--- config.mk ---
export PLATFORM = sky130hd
export DESIGN_NAME = bus_arbiter_flat
export DESIGN_NICKNAME = d
export VERILOG_FILES = /design/src/rtl/bus_arbiter_if.sv /design/src/rtl/bus_arbiter.sv /design/src/flat_wrapper.sv
export SDC_FILE = /design/constraint.sdc
export NUM_CORES = 1
export LEC_CHECK = 0
export CORE_MARGIN = 2
export CORE_UTILIZATION = 35
export DETAILED_ROUTE_END_ITERATION = 16
export GPL_TIMING_DRIVEN = 1
export SYNTH_ARGS = -nofsm -noshare
export SYNTH_HDL_FRONTEND = slang
export SYNTH_SLANG_ARGS = --single-unit
--- constraint.sdc ---
create_clock -name clk -period 3.15 [get_ports clk]
set_input_delay 0.63 -clock clk [delete_from_list [all_inputs] [get_ports clk]]
set_output_delay 0.63 -clock clk [all_outputs]
set_load 0.01 [all_outputs]
--- src/rtl/bus_arbiter_if.sv ---
// Requester handshake and multiplexed memory bus signals shared by the
// arbiter (slave side) and the requesters plus memory (master side).
interface bus_arbiter_if #(
  parameter int W = 8
);
  logic         req0;
  logic         req1;
  logic         we0;
  logic         we1;
  logic [W-1:0] addr0;
  logic [W-1:0] addr1;
  logic [W-1:0] wdata0;
  logic [W-1:0] wdata1;
  logic         ack0;
  logic         ack1;
  logic [W-1:0] rdata0;
  logic [W-1:0] rdata1;
  logic [1:0]   gnt;
  logic         busy;
  logic [W-1:0] Bus_Out;
  logic [W-1:0] Bus_In;
  logic         ALE;
  logic         En;
  logic         Rw;

  modport slave (
    input  req0, req1, we0, we1, addr0, addr1, wdata0, wdata1, Bus_In,
    output ack0, ack1, rdata0, rdata1, gnt, busy, Bus_Out, ALE, En, Rw
  );

  modport master (
    output req0, req1, we0, we1, addr0, addr1, wdata0, wdata1, Bus_In,
    input  ack0, ack1, rdata0, rdata1, gnt, busy, Bus_Out, ALE, En, Rw
  );
endinterface

--- src/rtl/bus_arbiter.sv ---
// Two-port round-robin arbiter and ALE/En/Rw sequencer for the shared
// program/data memory. Every output comes straight from a flop; the
// combinational block computes next-cycle output values from the next state.
//
//   state | meaning
//   IDLE  | no owner; arbitrate and capture the winner's request
//   ADDR  | ALE high, address on Bus_Out
//   DATA  | En high; memory performs the access at the ending edge
//   WAIT  | bus quiet; read data sampled from Bus_In at the ending edge
//   ACK   | one-cycle ack to the owner, bus outputs idle
module bus_arbiter #(
  parameter int W = 8
) (
  input  logic         clk,
  input  logic         rst,
  bus_arbiter_if.slave bus
);

  typedef enum logic [2:0] {IDLE, ADDR, DATA, WAIT, ACK} state_t;

  state_t       state, state_nx;
  logic         last, last_nx;
  logic         owner, owner_nx;
  logic         we_r, we_nx;
  logic [W-1:0] addr_r, addr_nx;
  logic [W-1:0] wdata_r, wdata_nx;
  logic [1:0]   gnt_r, gnt_nx;
  logic         busy_r, busy_nx;
  logic         ale_r, ale_nx;
  logic         en_r, en_nx;
  logic         rw_r, rw_nx;
  logic [W-1:0] bus_r, bus_nx;
  logic         ack0_r, ack0_nx;
  logic         ack1_r, ack1_nx;
  logic [W-1:0] rdata0_r, rdata0_nx;
  logic [W-1:0] rdata1_r, rdata1_nx;
  logic         win;

  // State, captured request and registered outputs
  always_ff @(posedge clk) begin
    if (rst) begin
      state    <= IDLE;
      last     <= 1'b1;
      owner    <= 1'b0;
      we_r     <= 1'b0;
      addr_r   <= '0;
      wdata_r  <= '0;
      gnt_r    <= 2'b00;
      busy_r   <= 1'b0;
      ale_r    <= 1'b0;
      en_r     <= 1'b0;
      rw_r     <= 1'b1;
      bus_r    <= '0;
      ack0_r   <= 1'b0;
      ack1_r   <= 1'b0;
      rdata0_r <= '0;
      rdata1_r <= '0;
    end else begin
      state    <= state_nx;
      last     <= last_nx;
      owner    <= owner_nx;
      we_r     <= we_nx;
      addr_r   <= addr_nx;
      wdata_r  <= wdata_nx;
      gnt_r    <= gnt_nx;
      busy_r   <= busy_nx;
      ale_r    <= ale_nx;
      en_r     <= en_nx;
      rw_r     <= rw_nx;
      bus_r    <= bus_nx;
      ack0_r   <= ack0_nx;
      ack1_r   <= ack1_nx;
      rdata0_r <= rdata0_nx;
      rdata1_r <= rdata1_nx;
    end
  end

  // Next state, arbitration and next-cycle output values
  always_comb begin
    state_nx  = state;
    last_nx   = last;
    owner_nx  = owner;
    we_nx     = we_r;
    addr_nx   = addr_r;
    wdata_nx  = wdata_r;
    gnt_nx    = gnt_r;
    ale_nx    = 1'b0;
    en_nx     = 1'b0;
    rw_nx     = 1'b1;
    bus_nx    = bus_r;
    ack0_nx   = 1'b0;
    ack1_nx   = 1'b0;
    rdata0_nx = rdata0_r;
    rdata1_nx = rdata1_r;
    // on a tie the port that did not win last time takes the bus
    win       = (bus.req0 && bus.req1) ? ~last : bus.req1;

    unique case (state)
      IDLE: begin
        gnt_nx = 2'b00;
        if (bus.req0 || bus.req1) begin
          state_nx = ADDR;
          owner_nx = win;
          last_nx  = win;
          we_nx    = win ? bus.we1    : bus.we0;
          addr_nx  = win ? bus.addr1  : bus.addr0;
          wdata_nx = win ? bus.wdata1 : bus.wdata0;
          gnt_nx   = win ? 2'b10 : 2'b01;
          ale_nx   = 1'b1;
          bus_nx   = win ? bus.addr1 : bus.addr0;
        end
      end
      ADDR: begin
        state_nx = DATA;
        en_nx    = 1'b1;
        rw_nx    = ~we_r;
        bus_nx   = we_r ? wdata_r : addr_r;
      end
      DATA: begin
        state_nx = WAIT;
      end
      WAIT: begin
        state_nx = ACK;
        bus_nx   = '0;
        ack0_nx  = ~owner;
        ack1_nx  = owner;
        if (!we_r) begin
          if (owner) rdata1_nx = bus.Bus_In;
          else       rdata0_nx = bus.Bus_In;
        end
      end
      ACK: begin
        state_nx = IDLE;
        gnt_nx   = 2'b00;
        bus_nx   = '0;
      end
      default: begin
        state_nx = IDLE;
        gnt_nx   = 2'b00;
        bus_nx   = '0;
      end
    endcase

    busy_nx = (state_nx != IDLE);
  end

  assign bus.ack0    = ack0_r;
  assign bus.ack1    = ack1_r;
  assign bus.rdata0  = rdata0_r;
  assign bus.rdata1  = rdata1_r;
  assign bus.gnt     = gnt_r;
  assign bus.busy    = busy_r;
  assign bus.Bus_Out = bus_r;
  assign bus.ALE     = ale_r;
  assign bus.En      = en_r;
  assign bus.Rw      = rw_r;

endmodule

--- src/flat_wrapper.sv ---
// flat-port wrapper written by rule: the top's interface ports become plain ports
module bus_arbiter_flat 
#(
  parameter int W = 8
)
  (clk, rst, bus_req0, bus_req1, bus_we0, bus_we1, bus_addr0, bus_addr1, bus_wdata0, bus_wdata1, bus_Bus_In, bus_ack0, bus_ack1, bus_rdata0, bus_rdata1, bus_gnt, bus_busy, bus_Bus_Out, bus_ALE, bus_En, bus_Rw);
  bus_arbiter_if #(.W(W)) bus_i ();
  input  logic clk;
  input  logic rst;
  input wire logic [$bits(bus_i.req0)-1:0] bus_req0;
  input wire logic [$bits(bus_i.req1)-1:0] bus_req1;
  input wire logic [$bits(bus_i.we0)-1:0] bus_we0;
  input wire logic [$bits(bus_i.we1)-1:0] bus_we1;
  input wire logic [$bits(bus_i.addr0)-1:0] bus_addr0;
  input wire logic [$bits(bus_i.addr1)-1:0] bus_addr1;
  input wire logic [$bits(bus_i.wdata0)-1:0] bus_wdata0;
  input wire logic [$bits(bus_i.wdata1)-1:0] bus_wdata1;
  input wire logic [$bits(bus_i.Bus_In)-1:0] bus_Bus_In;
  output wire logic [$bits(bus_i.ack0)-1:0] bus_ack0;
  output wire logic [$bits(bus_i.ack1)-1:0] bus_ack1;
  output wire logic [$bits(bus_i.rdata0)-1:0] bus_rdata0;
  output wire logic [$bits(bus_i.rdata1)-1:0] bus_rdata1;
  output wire logic [$bits(bus_i.gnt)-1:0] bus_gnt;
  output wire logic [$bits(bus_i.busy)-1:0] bus_busy;
  output wire logic [$bits(bus_i.Bus_Out)-1:0] bus_Bus_Out;
  output wire logic [$bits(bus_i.ALE)-1:0] bus_ALE;
  output wire logic [$bits(bus_i.En)-1:0] bus_En;
  output wire logic [$bits(bus_i.Rw)-1:0] bus_Rw;
  assign bus_i.req0 = bus_req0;
  assign bus_i.req1 = bus_req1;
  assign bus_i.we0 = bus_we0;
  assign bus_i.we1 = bus_we1;
  assign bus_i.addr0 = bus_addr0;
  assign bus_i.addr1 = bus_addr1;
  assign bus_i.wdata0 = bus_wdata0;
  assign bus_i.wdata1 = bus_wdata1;
  assign bus_i.Bus_In = bus_Bus_In;
  assign bus_ack0 = bus_i.ack0;
  assign bus_ack1 = bus_i.ack1;
  assign bus_rdata0 = bus_i.rdata0;
  assign bus_rdata1 = bus_i.rdata1;
  assign bus_gnt = bus_i.gnt;
  assign bus_busy = bus_i.busy;
  assign bus_Bus_Out = bus_i.Bus_Out;
  assign bus_ALE = bus_i.ALE;
  assign bus_En = bus_i.En;
  assign bus_Rw = bus_i.Rw;
  bus_arbiter #(.W(W)) u_core (.clk(clk), .rst(rst), .bus(bus_i));
endmodule
# Yosys cells after proc, flatten, opt, wreduce, memory -nomap -nowiden
# Cells that the tools add are included.
[totals]
elab_cells = 53
inputBits = 46
register_bits = 54
output_inout_bits = 32
[op_classes]
eq_ne = 4
n_mux = 14
n_reduce_logical = 12
n_bitwise = 7
[op_table]
columns = ["op", "count"]
rows = [
  ["two-way mux 8 bit", 4],
  ["case mux 8 bit (3 select lines)", 1],
  ["case mux 3 bit (4 select lines)", 1],
  ["NOT 1 bit", 7],
  ["== test 3 x 2 -> 1 bit, second input constant", 2],
  ["AND reduction 3 bit", 2],
  ["OR reduction 2 bit", 3],
  ["two-way mux 1 bit", 4],
  ["two-way mux 2 bit", 2],
  ["case mux 2 bit (2 select lines)", 1],
  ["AND reduction 2 bit", 2],
  ["== test 3 x 1 -> 1 bit, second input constant", 1],
  ["logical NOT 3 bit", 1],
  ["two-way mux 3 bit", 1],
  ["nonzero test 3 bit", 1],
  ["OR reduction 3 bit", 1],
  ["!= test 2 x 1 -> 1 bit, second input constant", 1],
  ["logical AND 1 bit", 1],
  ["logical OR 1 bit", 1],
]

# Longest topological paths before layout
[logic_depth]
depth_word = 5
mapped_depth = 5
mapped_depth_nobuf = 3

# Worst setup path before layout
# Ideal clock, no wire load.
[synth_timing]
kind = "input port to flip-flop"
startpoint = "input port bus_req1"
endpoint = "register u_core.we_r"
n_path_buf = 2
slack_ps = 1604
t_arrival_ps = 1412
setup_ps = 134
stages = 5
required_time_ps = 3016
cell_sequence = "or2_2 buf_2 buf_2 a21oi_1 a211oi_1"
[synth_via]
elab_chain_cells = 3
elab_cells_between_ends = 5
classes_between = "2 x mux; 3 x reduce/logical"
[synth_rtl]
columns = ["element", "line", "text"]
rows = [
  ["start, declared", "flat_wrapper.sv:11", "input wire logic [$bits(bus_i.req1)-1:0] bus_req1;"],
  ["logical AND 1 bit", "bus_arbiter.sv:96", "win = (bus.req0 && bus.req1) ? ~last : bus.req1;"],
  ["two-way mux 1 bit", "bus_arbiter.sv:96", ""],
  ["two-way mux 1 bit", "bus_arbiter.sv:105", "we_nx = win ? bus.we1 : bus.we0;"],
  ["end signal, assigned", "bus_arbiter.sv:62", "we_r <= we_nx;"],
  ["end, declared", "bus_arbiter.sv:24", "logic we_r, we_nx;"],
]
# Parallel ways exist; a longest one is shown, timed or not.
# A chain may end at the register's enable or synchronous reset.

# Final worst setup path
[layout_timing]
startpoint = "register u_core.state[0]"
endpoint = "register u_core.rdata1_r[0] (netlist: u_core.bus.rdata1[0])"
[layout_via]
elab_chain_cells = 2
[layout_rtl]
columns = ["element", "line", "text"]
rows = [
  ["start, declared", "bus_arbiter.sv:21", "state_t state, state_nx;"],
  ["start signal, assigned", "bus_arbiter.sv:59", "state <= state_nx;"],
  ["== test 3 x 2 -> 1 bit", "bus_arbiter.sv:98", "unique case (state)"],
  ["AND reduction 3 bit (no line)", "--", ""],
  ["end signal, assigned", "bus_arbiter.sv:74", "rdata1_r <= rdata1_nx;"],
  ["end, declared", "bus_arbiter.sv:36", "logic [W-1:0] rdata1_r, rdata1_nx;"],
]
# No other way between the ends.

==> flow_metrics.env <==
export IMPL_ys_types=33
export IMPL_cp_start_kind="flop"
export IMPL_maxSlewViolCount=0
export IMPL_synth_warnings=0
export IMPL_io_pins=78
export IMPL_grt_pass1_wl_mm=11.0
export IMPL_io_buffers=77
export IMPL_cts_htree_levels=2
export IMPL_drtIter0Drc=105
export IMPL_hold_violations=0
export IMPL_worstPathRequired_ns=3.39
export IMPL_die_h_um=91.9
export IMPL_clk_pin_slew_worst_paths_ns=0.10
export IMPL_clock_sinks=54
export IMPL_ant_nets=0
export IMPL_holdBufCountCts=0
export IMPL_synth_seq_area_share_pct=39.9
export IMPL_async_flop_share_pct=0
export IMPL_holdWs_ns=0.458
export IMPL_drv_cap=0
export IMPL_clock_skew_ns=0.00858
export IMPL_stdcell_count=435
export IMPL_synth_flop_cell="dfxtp_1"
export IMPL_clock_latency_ns=0.31
export IMPL_synth_most_common_cell="dfxtp_1"
export IMPL_synth_seq_cells=54
export IMPL_wl_per_cell_um=15.5
export IMPL_period_share_pct=68.2
export IMPL_rsz0062_at_grt="no"
export IMPL_power_density_nw_per_um2=467
export IMPL_avgSynthCellArea_sq_um=9.99
export IMPL_finalPower_mw=1.68
export IMPL_syn_inst=271
export IMPL_die_area_sq_um=8450
export IMPL_yosys_area_top_type="dfxtp_1"
export IMPL_vdd_ir_drop_max_uv=203
export IMPL_fin_area_sq_um=3590
export IMPL_crit_arrival_ns=2.39
export IMPL_max_freq_ghz=0.465
export IMPL_holdCritPathClass="reg -> reg"
export IMPL_cts_root_buf="clkbuf_8"
export IMPL_cts_made_buffers=5
export IMPL_leakagePower_nw=1.29
export IMPL_maxSlewHeadroom_pct=28.7
export IMPL_status="finished clean"
export IMPL_final_setup_tns_ns=0
export IMPL_antenna_found_initial=0
export IMPL_dp_hpwl_mm=4.70
export IMPL_cts_tree="built"
export IMPL_dp_cells=427
export IMPL_dr_total_vias=2310
export IMPL_synth_area_top_cells="dfxtp_1 (40%), mux2i_1 (15%), a211oi_1 (6.1%), nand2b_1 (5.5%), nor4b_1 (5.2%)"
export IMPL_max_slew_worst_pin_slew_ns=1.07
export IMPL_crit_type="reg -> reg"
export IMPL_cts_resized=0
export IMPL_firstDrtPassIters=5
export IMPL_min_period_ns=2.15
export IMPL_syn2layout_area_growth_pct=32.8
export IMPL_diodes=0
export IMPL_grt_max_degree=61
export IMPL_core_area_sq_um=7610
export IMPL_via_per_inst=5.31
export IMPL_grt_use_total_pct=15.9
export IMPL_core_rowCount=32
export IMPL_ctsLongestPathBuffers=2
export IMPL_start_util_pct=35.6
export IMPL_drcViolationCount=0
export IMPL_wirelength_mm=6.76
export IMPL_yosysTopAreaCellShare_pct=39.9
export IMPL_cp_max_fo=25
export IMPL_synth_edf_count=0
export IMPL_die_w_um=91.9
export IMPL_drive_gt1_share_pct=9.91
export IMPL_first_global_vias=2260
export IMPL_placed_area_sq_um=3500
export IMPL_gp_congestion=0.757
export IMPL_post_cts_buffers=0
export IMPL_setup_viol=0
export IMPL_synth_nets=317
export IMPL_syn_area_sq_um=2710
export IMPL_setup_worst_path_end_class="flop"
export IMPL_grt_overflow=0
export IMPL_final_nets=378
export IMPL_yosys_top_cells_count="dfxtp_1 (54), mux2i_1 (41), nand2b_1 (24)"
[layout make-up]
type / count / area, sq um
Clock buffer: 6 / 82.6
Clock inverter: 2 / 12.5
Fill cell: 751 / 4010
Multi-Input combinational cell: 190 / 1480
Sequential cell: 54 / 1080
Tap cell: 102 / 128
Timing Repair Buffer: 81 / 808
[critical path, cell delays in order, from the launching register on]
cell and delay (ns):
dfxtp_1 1.03, nand3b_4 0.20, nor3b_2 0.59, mux2i_1 0.25
[layer usage]
| metal | share of wire, % | GRT usage (%) | wire (um) |
|---|---|---|---|
| met5 | 0 | 0 | 0 |
| met1 | 44 | 20.7 | 2990 |
| met2 | 47 | 26.5 | 3210 |
| met3 | 7.1 | 3.45 | 481 |
| met4 | 1.1 | 4.98 | 74 |
[worst paths after layout]
path                                   from                                end  slack, ns  cells after the start
min reg2reg  u_core.bus.gnt[1]$_SDFFE_PP0N_     u_core.bus.gnt[1]$_SDFFE_PP0N_       0.46                      2
max              u_core.state[0]$_SDFF_PP0_  u_core.bus.rdata1[0]$_SDFFE_PP0P_       1.00                      3
max reg2reg      u_core.state[0]$_SDFF_PP0_  u_core.bus.rdata1[0]$_SDFFE_PP0P_       1.00                      3
min          u_core.bus.gnt[1]$_SDFFE_PP0N_     u_core.bus.gnt[1]$_SDFFE_PP0N_       0.46                      2
[kinds of logic (layout without fill, tap and decap cells)]
kind of cell,after synthesis,after routing,share of synthesized area (%)
simple gates,76,76,19.0
compound gates,64,64,16.5
flops,54,54,39.9
mux,49,49,18.5
buf+inv,27,89,5.73
xor+xnor,1,1,0.324
[sequential cells by signal (all words and copies together) (netlist names)]
register and flops:
u_core.bus.ALE 1, u_core.bus.rdata1 8, u_core.bus.gnt 2, u_core.state 3, u_core.owner 1, u_core.wdata_r 8
u_core.bus.En 1, u_core.bus.ack1 1, u_core.bus.Rw 1, u_core.last 1, u_core.we_r 1, u_core.bus.rdata0 8
u_core.bus.ack0 1, u_core.bus.Bus_Out 8, u_core.bus.busy 1, u_core.addr_r 8
[stage by stage]
stage,util [%],setup slack (ns)
2_1_floorplan,-,1.60
3_3_place_gp,46.0,0.824
3_5_place_dp,46.0,0.800
5_1_grt,47.3,0.824
4_1_cts,47.3,1.03
6_report,47.3,1.00
[power by group]
group          switching (mW)  internal [mW]  total [mW]
clock network           0.232          0.177       0.409
logic                   0.211          0.242       0.453
registers              0.0663          0.749       0.815
total                   0.509           1.17        1.68
[layout by cell type (no fill, tap or decap), drive strengths merged, types with 2 or more instances in the layout]
cell	netlist	layout
a311oi	3	3
a32oi	10	10
mux2i	41	41
o21ba	2	2
o21bai	2	2
nor2	7	7
clkdlybuf4s50	0	76
a21oi	22	22
nor4b	16	16
mux2	8	8
nor3b	2	2
nand2	8	8
clkbuf	11	6
or3	4	4
dfxtp	54	54
or2	2	2
a211oi	22	22
nand2b	24	24
o21ai	2	2
nor3	8	8
buf	16	5
(Power assumes the default switching activity.)
